<file path="config.mk">
export PLATFORM = sky130hd
export DESIGN_NAME = rtc_bus_transaction_controller
export DESIGN_NICKNAME = d
export VERILOG_FILES = /design/src/rtl/rtc_bus_transaction_controller.sv
export SDC_FILE = /design/constraint.sdc
export NUM_CORES = 1
export LEC_CHECK = 0
export ABC_AREA = 0
export CORE_UTILIZATION = 56
export DETAILED_ROUTE_END_ITERATION = 6
export GPL_TIMING_DRIVEN = 0
export PLACE_DENSITY = 0.88
export SYNTH_ARGS = -nofsm -noshare
export SYNTH_HDL_FRONTEND = slang
export SYNTH_SLANG_ARGS = --single-unit
</file>
<file path="constraint.sdc">
create_clock -name clk -period 2.15 [get_ports clk]
set_input_delay 0.43 -clock clk [delete_from_list [all_inputs] [get_ports clk]]
set_output_delay 0.43 -clock clk [all_outputs]
set_load 0.01 [all_outputs]
</file>
<file path="src/rtl/rtc_bus_transaction_controller.sv">
// Command sequencer for the RTC parallel-bus generator: queues read/write commands,
// launches one generator cycle per command, steers the AD bus and returns responses.
module rtc_bus_transaction_controller #(
    parameter int DEPTH          = 4,
    parameter int TIMEOUT        = 32,
    parameter int RECOVER_CYCLES = 2
) (
    input  logic       clk,
    input  logic       reset_count,
    input  logic       cmd_valid,
    output logic       cmd_ready,
    input  logic       cmd_write,
    input  logic [7:0] cmd_addr,
    input  logic [7:0] cmd_wdata,
    output logic       gen_en_funcion,
    output logic       gen_escribir_leer,
    output logic       gen_reset,
    input  logic       gen_a_d,
    input  logic       gen_cs,
    input  logic       gen_rd,
    input  logic       gen_dir_dato,
    input  logic       gen_flag_done,
    input  logic [7:0] ad_in,
    output logic [7:0] ad_out,
    output logic       ad_oe,
    output logic       rsp_valid,
    output logic       rsp_write,
    output logic [7:0] rsp_rdata,
    output logic       rsp_error,
    output logic       busy
);

    localparam int AW = $clog2(DEPTH);
    localparam int RW = $clog2(RECOVER_CYCLES + 1);
    localparam logic [5:0]    TMO_LAST = 6'(TIMEOUT - 1);
    localparam logic [RW-1:0] REC_INIT = RW'(RECOVER_CYCLES);

    typedef struct packed {
        logic       wr;
        logic [7:0] addr;
        logic [7:0] wdata;
    } cmd_t;

    typedef enum logic [1:0] {IDLE, LAUNCH, WAIT, RECOVER} state_t;

    cmd_t          r_mem [DEPTH];
    logic [AW:0]   r_wptr, r_rptr;
    state_t        r_state;
    cmd_t          r_act;
    logic [5:0]    r_tmo;
    logic [RW-1:0] r_rec;
    logic [7:0]    r_shadow;
    logic          r_gen_en, r_gen_wr, r_gen_reset;
    logic          r_rsp_valid, r_rsp_write, r_rsp_error;
    logic [7:0]    r_rsp_rdata;

    logic w_full, w_empty, w_push, w_pop, w_capture;
    cmd_t w_head;

    // Extra pointer MSB distinguishes full from empty when the index bits match.
    assign w_empty   = (r_wptr == r_rptr);
    assign w_full    = (r_wptr[AW] != r_rptr[AW]) && (r_wptr[AW-1:0] == r_rptr[AW-1:0]);
    assign w_push    = cmd_valid && !w_full;
    assign w_pop     = (r_state == IDLE) && !w_empty;
    assign w_head    = r_mem[r_rptr[AW-1:0]];
    assign w_capture = (r_state == WAIT) && !r_act.wr && gen_dir_dato && !gen_cs && !gen_rd;

    assign cmd_ready         = !w_full;
    assign busy              = (r_state != IDLE) || !w_empty;
    assign gen_en_funcion    = r_gen_en;
    assign gen_escribir_leer = r_gen_wr;
    assign gen_reset         = r_gen_reset;
    assign rsp_valid         = r_rsp_valid;
    assign rsp_write         = r_rsp_write;
    assign rsp_rdata         = r_rsp_rdata;
    assign rsp_error         = r_rsp_error;

    always_ff @(posedge clk) begin
        if (w_push) r_mem[r_wptr[AW-1:0]] <= {cmd_write, cmd_addr, cmd_wdata};
    end

    always_ff @(posedge clk or posedge reset_count) begin
        if (reset_count) begin
            r_wptr      <= '0;
            r_rptr      <= '0;
            r_state     <= RECOVER;
            r_act       <= '0;
            r_tmo       <= '0;
            r_rec       <= REC_INIT;
            r_shadow    <= '0;
            r_gen_en    <= 1'b0;
            r_gen_wr    <= 1'b0;
            r_gen_reset <= 1'b1;
            r_rsp_valid <= 1'b0;
            r_rsp_write <= 1'b0;
            r_rsp_error <= 1'b0;
            r_rsp_rdata <= '0;
        end else begin
            if (w_push) r_wptr <= r_wptr + 1'b1;
            if (w_pop)  r_rptr <= r_rptr + 1'b1;
            r_gen_en    <= 1'b0;
            r_rsp_valid <= 1'b0;
            case (r_state)
                IDLE: begin
                    if (!w_empty) begin
                        r_act    <= w_head;
                        r_gen_wr <= w_head.wr;
                        r_gen_en <= 1'b1;
                        r_state  <= LAUNCH;
                    end
                end
                LAUNCH: begin
                    r_tmo    <= '0;
                    r_shadow <= '0;
                    r_state  <= WAIT;
                end
                WAIT: begin
                    if (w_capture) r_shadow <= ad_in;
                    // flag_done takes priority over a timeout landing in the same cycle
                    if (gen_flag_done) begin
                        r_rsp_valid <= 1'b1;
                        r_rsp_write <= r_act.wr;
                        r_rsp_error <= 1'b0;
                        r_rsp_rdata <= r_act.wr ? 8'h00 : r_shadow;
                        r_rec       <= REC_INIT;
                        r_gen_reset <= 1'b1;
                        r_state     <= RECOVER;
                    end else if (r_tmo == TMO_LAST) begin
                        r_rsp_valid <= 1'b1;
                        r_rsp_write <= r_act.wr;
                        r_rsp_error <= 1'b1;
                        r_rsp_rdata <= 8'h00;
                        r_rec       <= REC_INIT;
                        r_gen_reset <= 1'b1;
                        r_state     <= RECOVER;
                    end else begin
                        r_tmo <= r_tmo + 1'b1;
                    end
                end
                RECOVER: begin
                    if (r_rec == RW'(1)) begin
                        r_gen_reset <= 1'b0;
                        r_gen_wr    <= 1'b0;
                        r_state     <= IDLE;
                    end else begin
                        r_rec <= r_rec - 1'b1;
                    end
                end
                default: r_state <= IDLE;
            endcase
        end
    end

    // Bus steering follows the generator phase signals only while a cycle is in flight.
    always_comb begin
        ad_oe  = 1'b0;
        ad_out = 8'h00;
        if (r_state == WAIT) begin
            if (!gen_dir_dato && !gen_a_d) begin
                ad_oe  = 1'b1;
                ad_out = r_act.addr;
            end else if (gen_dir_dato && r_act.wr) begin
                ad_oe  = 1'b1;
                ad_out = r_act.wdata;
            end
        end
    end

endmodule

</file>
==> impl_results.md, run 1 <==
* Die width at 98.5 µm
* Share of flip-flops with an asynchronous set or reset at 44.7%
* Synth Area in Adders at 2.64%
* Max cap viols at 0
* Global routing's busiest layer: met2
* Primary FF master, synth: edfxtp_1
* Vias per cell at 5.88
* Chip height at 98.5 µm
* Cells on worst reg2reg path at 5
* Initial DRC count at 224
* Clock Latency Late Sink at 0.52 ns
* GRT Overall Usage at 26.0%
* Synth Area in Simple Gates at 8.64%
* P_leak at 2.72 nW
* Num rows at 34
* Fin. Hold Viols at 0
* Clock Path Buffers at 2
* Cell Pwr Density at 1490 nW/µm²
* Fin crit share at 102%
* Seq cells post-synth at 123
* Sequential share of power at 37.5%
* CTS tree: built
* M1 GR Usage at 31.5%
* Post-Syn Instances at 333
* Crit Path Max Fanout at 3
* Multiplexer share of the synthesized area at 12.4%
* Vias at 3176
* Global Route met2 Usage at 44.7%
* Final worst setup slack at -0.0440 ns
* Core area at 8850 µm²
* Worst-Margin Slew at 0.676 ns
* YS warnings at 0
* Max_slew headroom at 54.6%
* Initial antenna violation count at 0
* Fillers at 511
* XOR/XNOR Fraction of Synth Area at 1.63%
* Largest net degree at the start of global routing at 35
* Status: finished, violations left
* Syn_area_per_cell at 15.7 µm²
* Final min period at 2.19 ns
* Number of global-route vias before repair at 3419
* EDFF count, synth at 68
* Non-filler instance count after layout at 540
* Min-delay worst type: in2async
* DR WL/cell at 21.1 µm
* Compound-Gate Fraction of Synth Area at 6.31%
* Worst EP required at 1.72 ns
* GRT overflow at 0
* Crit path arrival time at 1.76 ns
* Io pins at 58
* DR pass1 iterations at 6
* RSZ-0062 raised after global routing: true
* Clock skew at 0.0108 ns
* Layout cells sized above 1 at 28.7%
* Num CTS Buffers at 17
* Max frequency at 456 MHz
* Sw Share at 32.5%
* Cell Count Post-Placement at 499
* Failing checks: DRC, setup timing
* Clock Sinks at 123
* Ant diodes at 0
* Power share of the clock group at 26.3%
* DRC violations left at 8
* First-pass GRT wire length at 18.2 mm
* Met3 Usage GRT at 7.09%
* Root buffer cell: clkbuf_8
* Most common cell after layout, fill and taps aside: edfxtp_1
* Syn_nets at 377
* CTS H-tree depth at 4
* Most frequent cells in the layout: edfxtp_1, dfrtp_1, clkdlybuf4s50_1, nand2_1, mux2_1
* Syn Std Cell Area at 5220 µm²
* CP Launch Type: register
* Layout Nets at 463
* Worst hold margin at 0.276 ns
* Setup Viol. Count Final at 1
* Clock transition at path regs at 0.06 ns
* Full die area at 9700 µm²
* Critical Path End Type: primary output
* Area Growth Syn to Fin at 30.8%
* Final slew viol count at 0
* Gpl congestion at 0.786
* DP Wirelength at 6.63 mm
* Pint at 6.87 mW
* Crit path kind: reg2out
* Initial Util at 59.0%
* PortBufs at 57
* Net switching power at 3.30 mW
* Cell variety after synth at 49
* Post-route ant nets at 0
* Sequential share of the synthesized area at 65.6%
* Combinational power share at 36.2%
* Max VDD drop at 819 µV
* Largest family of logic cells by synthesized area: multiplexers
* Final wirelength at 11.4 mm
power by group through the flow:
stage	clock network [mW]	logic (mW)	registers, mW
2_1_floorplan	0	2.10	3.67
3_3_place_gp	0	2.94	3.68
3_5_place_dp	0	3.08	3.74
4_1_cts	2.69	3.53	3.75
5_1_grt	2.80	3.98	3.88
6_report	2.67	3.68	3.82
cell usage after synthesis, types with 2 or more instances:
library cell  instances  area share, %
edfxtp_1             68             39
dfrtp_1              51             24
nand2_1              21            1.5
mux2_1               18            3.9
mux4_2               17            7.3
inv_1                12           0.86
clkbuf_1             11           0.79
ha_1                 11            2.6
nor2b_1              11            1.3
o21ai_0              11            1.1
a21o_1                8            1.2
and4b_1               8            1.5
nand3_1               8           0.77
a32oi_1               7            1.2
nor2_1                7           0.50
nand2b_1              5           0.60
and3_1                4           0.48
dfstp_2               4            2.0
a21oi_1               3           0.29
buf_4                 3           0.43
mux2_2                3           0.65
mux2i_1               3           0.58
or3_1                 3           0.36
xnor2_1               3           0.50
xor2_1                3           0.50
a311o_1               2           0.38
buf_2                 2           0.19
buf_6                 2           0.43
o21a_1                2           0.29
o21ai_1               2           0.19
xor2_2                2           0.62
logic make-up (layout without fill, tap and decap cells):
kind of cell             after synthesis  in the layout
multiplexers                          41             41
adder cells (fa/ha/maj)               11             11
AND/OR/NAND/NOR                       75             75
flip-flops                           123            123
buffers and inverters                 30            129
AO/OA/AOI/OAI                         45             45
XOR/XNOR                               8              8
per-stage QoR:
step / instance area, µm² / setup slack [ns] / util (%) / TNS (ns) / total power [mW]
floorplan: 5220 / 0.243 / - / 0 / 5.77
global placement: 5920 / -0.621 / 66.9 / -39.29 / 6.63
detailed placement: 5940 / -0.490 / 67.2 / -10.72 / 6.82
CTS: 6700 / -0.0672 / 75.7 / -0.0832 / 9.98
global route: 6820 / -0.0881 / 77.1 / -0.140 / 10.7
finish: 6820 / -0.0440 / 77.1 / -0.0440 / 10.2
path summary, 6_finish.rpt:
path                                               start                       end  slack, ns
worst max register to register     r_rptr[0]$_DFFE_PP0P_      r_act[4]$_DFFE_PP0P_       0.13
min in group clk                rsp_rdata[6]$_DFFE_PP0P_  rsp_rdata[6]$_DFFE_PP0P_       0.47
worst max-delay path               r_rptr[0]$_DFFE_PP0P_                 cmd_ready      -0.04
worst min-delay path                         reset_count      r_tmo[4]$_DFFE_PP0P_       0.28
max in group asynchronous                    reset_count     r_act[16]$_DFFE_PP0P_       1.30
worst min register to register  rsp_rdata[6]$_DFFE_PP0P_  rsp_rdata[6]$_DFFE_PP0P_       0.47
worst max-delay path, stage by stage, from the launching register on:
cell	delay, ns
dfrtp_1	0.41
buf_12	0.15
xor2_4	0.19
or3_4	0.37
buf_6	0.13
layout make-up:
class	count	area, µm²	area share [%]
inverter	12	45.0	0.660
sequential	123	3430	50.2
buffer	14	114	1.67
clock inverter	15	150	2.20
tap	108	135	1.98
multi-input combinational	180	1840	27.0
timing repair buffer	71	693	10.2
clock buffer	17	414	6.07
metal layers:
metal | vias up | part of all wire [%]
li1 | 1430 | -
met1 | 1612 | 40
met4 | 0 | 3.2
met3 | 25 | 5.1
met5 | - | 0
met2 | 109 | 52
timing repair:
action                     4_1_cts  5_1_grt
setup endpoints to repair       62       20
pin swaps                        2        3
resized for setup               83       23
cloned                           1        0
setup buffers                   12        0
hold buffers                     0        0
flip-flops by register name (all words and copies together) (netlist names), 2 cells and up:
register	cells
r_act	17
r_mem	68
r_rec	2
r_rptr	3
r_shadow	8
r_state	2
r_tmo	6
r_wptr	3
rsp_rdata	8
Note: power is estimated with default switching activity, not from simulation.
==> inputs of run 2 (changes only) <==
--- a/config.mk
+++ b/config.mk
@@ -6,6 +6,7 @@
 export NUM_CORES = 1
 export LEC_CHECK = 0
 export ABC_AREA = 0
+export CORE_MARGIN = 3
 export CORE_UTILIZATION = 56
 export DETAILED_ROUTE_END_ITERATION = 6
 export GPL_TIMING_DRIVEN = 0
==> constraint.sdc (replaced) <==
create_clock -name clk -period 2.15 [get_ports clk]
set_input_delay 0.5375 -clock clk [delete_from_list [all_inputs] [get_ports clk]]
set_output_delay 0.5375 -clock clk [all_outputs]
set_load 0.01 [all_outputs]
==> impl_results.md, run 2 (synthesized netlist as in run 1, its figures left out) <==
* CTS tree: built
* Root buffer cell: clkbuf_8
* Initial DRC count at 171
* Core area at 8890 µm²
* Worst-Margin Slew at 0.657 ns
* CP peak stage delay at 0.41 ns
* Largest net degree at the start of global routing at 41
* Clock Sinks at 123
* PortBufs at 57
* GRT Overall Usage at 24.3%
* Layout Nets at 462
* Layout cells sized above 1 at 29.0%
* Final slew viol count at 0
* Clock Latency Late Sink at 0.52 ns
* DP Wirelength at 6.62 mm
* Dpl ws at -0.774 ns
* Post-Route Setup TNS at -0.780 ns
* Multi-input logic area at 1860 µm²
* Worst hold margin at 0.301 ns
* Max cap viols at 0
* Final min period at 2.33 ns
* Fin crit share at 108%
* Non-filler instance count after layout at 539
* CTS H-tree depth at 4
* Reg area at 3420 µm²
* Initial Util at 58.7%
* Clock skew at 0.00842 ns
* Fillers at 492
* Max_slew headroom at 55.9%
* Chip height at 103 µm
* Vias per cell at 5.93
* Worst EP required at 1.61 ns
* CP max stage cell: or3_4
* Status: finished, violations left
* Min-delay worst type: in2async
* Clock transition at path regs at 0.06 ns
* Max VDD drop at 957 µV
* Cell Pwr Density at 1510 nW/µm²
* Crit path arrival time at 1.79 ns
* Initial antenna violation count at 0
* Critical Path End Type: primary output
* Top Family by Delay on Critical Path: simple AND/OR/NAND/NOR gates
* P_leak at 2.75 nW
* Post-cts hold buffer count at 0
* Most common cell after layout, fill and taps aside: edfxtp_1
* Area Growth Syn to Fin at 32.1%
* Max frequency at 429 MHz
* Most frequent cells in the layout: edfxtp_1, dfrtp_1, clkdlybuf4s50_1, nand2_1, clkbuf_16
* Cell Count Post-Placement at 499
* Most Frequent Cell on Critical Path: buf_6
* Post-route ant nets at 0
* Max reg flops at 68
* Fin area at 6890 µm²
* Io pins at 58
* Clock Path Buffers at 2
* Crit Path Max Fanout at 3
* Ant diodes at 0
* DRC violations left at 0
* Num CTS Buffers at 17
* DR pass1 iterations at 4
* Num rows at 34
* First-pass GRT wire length at 18.3 mm
* Total power at 10.4 mW
* Crit path kind: reg2out
* Full die area at 10500 µm²
* Die width at 103 µm
* Vias at 3195
* RSZ-0062 raised after global routing: true
* Setup Viol. Count Final at 11
* Core Util, Final at 77.5%
* Crit-path cells: buf_6, xor2_4, or3_4, buf_6
* Final wirelength at 11.6 mm
* Fin. Hold Viols at 0
* CP Launch Type: register
* DR WL/cell at 21.6 µm
* Number of global-route vias before repair at 3500
* Post-DP Area at 5940 µm²
* Gpl congestion at 0.809
* Failing checks: setup timing
* GRT overflow at 0
* CP bufs+invs at 2
* Final worst setup slack at -0.180 ns
==> run 2: cell count changes in the layout (fill, tap and decap cells not counted), moves of 2 or more <==
cell	before	now
buf_4	16	13
inv_4	0	2
buf_2	4	2
clkinv_1	2	0
buf_6	9	12
bufinv_16	2	0
clkdlybuf4s50_1	45	43
clkinv_2	3	0
dlygate4sd2_1	0	3
clkbuf_16	16	21
==> run 2: final timing paths <==
path / start / endpoint / slack, ns / cells after the start
max in group asynchronous: reset_count / r_state[0]$_DFFE_PP1P_ / 1.25 / 3
setup reg to reg: r_rptr[0]$_DFFE_PP0P_ / r_act[1]$_DFFE_PP0P_ / 0.09 / 6
min in group clk: rsp_rdata[1]$_DFFE_PP0P_ / rsp_rdata[1]$_DFFE_PP0P_ / 0.48 / 1
hold / removal: reset_count / r_shadow[3]$_DFFE_PP0P_ / 0.30 / 2
hold reg to reg: rsp_rdata[1]$_DFFE_PP0P_ / rsp_rdata[1]$_DFFE_PP0P_ / 0.48 / 1
setup / recovery: r_rptr[1]$_DFFE_PP0P_ / cmd_ready / -0.18 / 4
==> run 2: final cells by class <==
class | count | share of cell area, %
clock inverter | 8 | 0.926
timing repair buffer | 69 | 9.93
clock buffer | 24 | 8.08
multi-input combinational | 180 | 27.0
buffer | 15 | 1.78
sequential | 123 | 49.7
inverter | 12 | 0.654
tap | 108 | 1.96
==> run 2: power by group <==
part	total (mW)	internal (mW)	switching, mW	leakage [nW]
registers	3.80	3.32	0.487	1.31
logic	3.72	1.90	1.82	1.13
clock network	2.87	1.81	1.06	0.304
total	10.4	7.02	3.37	2.75
==> run 2: timing repair <==
item	CTS	global route
gates resized for setup	103	11
setup endpoints to repair	63	12
gates cloned	1	0
pin swaps	4	2
buffers inserted	8	2
==> run 2: worst register-to-register path: cells and delay by family (launching register included) <==
kind / cells / cell delay [ns]
flip-flops: 1 / 0.41
multiplexers: 2 / 0.84
buffers and inverters: 4 / 0.68
==> run 2: metal layers <==
layer  track usage (%)  up-vias  share of wire (%)
met5                 0        -                  0
met4              11.9        0                2.3
met3              5.82       25                5.2
met2              42.7      112                 54
met1              28.0     1632                 38
li1                  -     1426                  -
==> inputs of run 3 (changes only) <==
--- a/config.mk
+++ b/config.mk
@@ -6,11 +6,11 @@
 export NUM_CORES = 1
 export LEC_CHECK = 0
 export ABC_AREA = 0
-export CORE_MARGIN = 3
-export CORE_UTILIZATION = 56
+export CORE_MARGIN = 5
+export CORE_UTILIZATION = 50
 export DETAILED_ROUTE_END_ITERATION = 6
 export GPL_TIMING_DRIVEN = 0
-export PLACE_DENSITY = 0.88
+export PLACE_DENSITY = 0.84
 export SYNTH_ARGS = -nofsm -noshare
 export SYNTH_HDL_FRONTEND = slang
 export SYNTH_SLANG_ARGS = --single-unit
==> constraint.sdc (replaced) <==
create_clock -name clk -period 1.9 [get_ports clk]
set_input_delay 0.475 -clock clk [delete_from_list [all_inputs] [get_ports clk]]
set_output_delay 0.475 -clock clk [all_outputs]
set_load 0.01 [all_outputs]
==> impl_results.md, run 3 (synthesized netlist as in run 1, its figures left out) <==
* Ant diodes at 0
* Final wirelength at 12.0 mm
* Fillers at 644
* Max_slew headroom at 62.6%
* Clock transition at path regs at 0.06 ns
* Fin. Hold Viols at 0
* Cell Count Post-Placement at 527
* Max reg flops at 68
* Setup Viol. Count Final at 12
* Multi-input logic area at 1930 µm²
* Most frequent cells in the layout: edfxtp_1, dfrtp_1, clkdlybuf4s50_1, nand2_1, buf_4
* DR WL/cell at 20.9 µm
* Most common cell after layout, fill and taps aside: edfxtp_1
* Io pins at 58
* Crit path arrival time at 1.80 ns
* Vias per cell at 5.68
* Layout cells sized above 1 at 32.7%
* Num rows at 37
* R2R Setup Slk at 0 ns
* Crit path kind: reg2out
* Reg area at 3420 µm²
* Clock skew at 0.00944 ns
* Initial DRC count at 207
* Gpl congestion at 0.841
* Core area at 10200 µm²
* DRC violations left at 0
* Post-cts hold buffer count at 0
* Critical Path Sink: cmd_ready
* Final slew viol count at 0
* CP Launch Type: register
* Fin crit share at 120%
* Cell Pwr Density at 1660 nW/µm²
* Max frequency at 440 MHz
* Initial antenna violation count at 0
* Max VDD drop at 906 µV
* Num CTS Buffers at 17
* Full die area at 12600 µm²
* Worst Setup SP: r_rptr[1]$_DFFE_PP0P_
* Failing checks: setup timing
* Min-delay worst type: in2async
* GRT overflow at 0
* Crit Path Max Fanout at 3
* Critical Path End Type: primary output
* Max cap viols at 0
* Die width at 112 µm
* RSZ-0062 raised after global routing: true
* CTS H-tree depth at 4
* CTS tree: built
* Chip height at 112 µm
* Clock Path Buffers at 2
* Non-filler instance count after layout at 576
* Post-route ant nets at 0
* Vias at 3272
* Initial Util at 51.0%
* Core Util, Final at 68.7%
* Worst EP required at 1.42 ns
* Status: finished, violations left
* FF-to-FF Start: r_tmo[0]$_DFFE_PP0P_
* Worst-Margin Slew at 0.560 ns
* First-pass GRT wire length at 18.7 mm
* Reg2reg end: rsp_error$_DFFE_PP0P_
* PortBufs at 57
* Fin area at 7030 µm²
* Clock Latency Late Sink at 0.52 ns
* Area Growth Syn to Fin at 34.8%
* Largest net degree at the start of global routing at 32
* Number of global-route vias before repair at 3538
* DR pass1 iterations at 5
* P_leak at 2.85 nW
* GRT Overall Usage at 19.5%
* Clock Sinks at 123
* Root buffer cell: clkbuf_8
* Layout Nets at 471
* DP Wirelength at 6.95 mm
* Cells on worst reg2reg path at 6
* Final min period at 2.27 ns
* Post-DP Area at 5980 µm²
* Final worst setup slack at -0.373 ns
[run 3: layer usage]
layer	share of wire (%)	global-route usage (%)	up-vias
met2	55	34.5	118
met3	4.7	6.15	21
li1	-	-	1451
met5	0	0	-
met4	1.9	6.65	0
met1	38	22.5	1682
[run 3: area by class of cell]
class                           instances  area share, %
Inverter                               12          0.641
Buffer                                 14           1.94
Sequential cell                       123           48.7
Multi-Input combinational cell        180           27.5
Clock inverter                         15           2.08
Timing Repair Buffer                   79           10.8
Clock buffer                           17           5.89
Tap cell                              136           2.42
[run 3: how the worst min path moves through the flow]
stage,slack [ns],to,start,cells after the start
2_1_floorplan,0.46,r_act[15]$_DFFE_PP0P_,r_act[15]$_DFFE_PP0P_,1
3_3_place_gp,0.46,rsp_rdata[7]$_DFFE_PP0P_,rsp_rdata[7]$_DFFE_PP0P_,1
3_5_place_dp,0.46,rsp_rdata[7]$_DFFE_PP0P_,rsp_rdata[7]$_DFFE_PP0P_,1
4_1_cts,0.33,rsp_rdata[2]$_DFFE_PP0P_,reset_count,2
5_1_grt,0.37,rsp_rdata[3]$_DFFE_PP0P_,reset_count,2
6_report,0.33,rsp_rdata[2]$_DFFE_PP0P_,reset_count,2
[run 3: timing repair]
| action | in CTS | in global routing |
|---|---|---|
| buffers inserted | 12 | 8 |
| gates cloned | 1 | 0 |
| pin swaps | 5 | 5 |
| hold endpoints to repair | 0 | 0 |
| endpoints found under the setup margin | 97 | 56 |
| resized for setup | 124 | 20 |
[run 3: power by group]
| part | internal, mW | leakage, nW | switching [mW] | total [mW] |
|---|---|---|---|---|
| Clock | 1.67 | 0.275 | 1.33 | 3.00 |
| Combinational | 2.27 | 1.27 | 2.10 | 4.37 |
| Sequential | 3.75 | 1.31 | 0.572 | 4.32 |
[run 3: worst max-delay path, cell delays in order, from the launching register on]
cell and delay [ns]:
dfrtp_1 0.42, buf_6 0.15, xor2_4 0.19, or3_4 0.40, buf_6 0.13
[run 3: metrics by stage]
step / hold slack [ns] / total power, mW / worst slack, ns / setup TNS, ns
final: 0.328 / 11.7 / -0.373 / -2.88
after global routing: 0.371 / 12.3 / -0.428 / -3.72
after detailed placement: 0.465 / 7.74 / -0.877 / -14.00
after floorplan: 0.456 / 6.53 / 0.0858 / 0
after global placement: 0.456 / 7.52 / -0.933 / -60.07
after CTS: 0.328 / 11.4 / -0.369 / -3.11
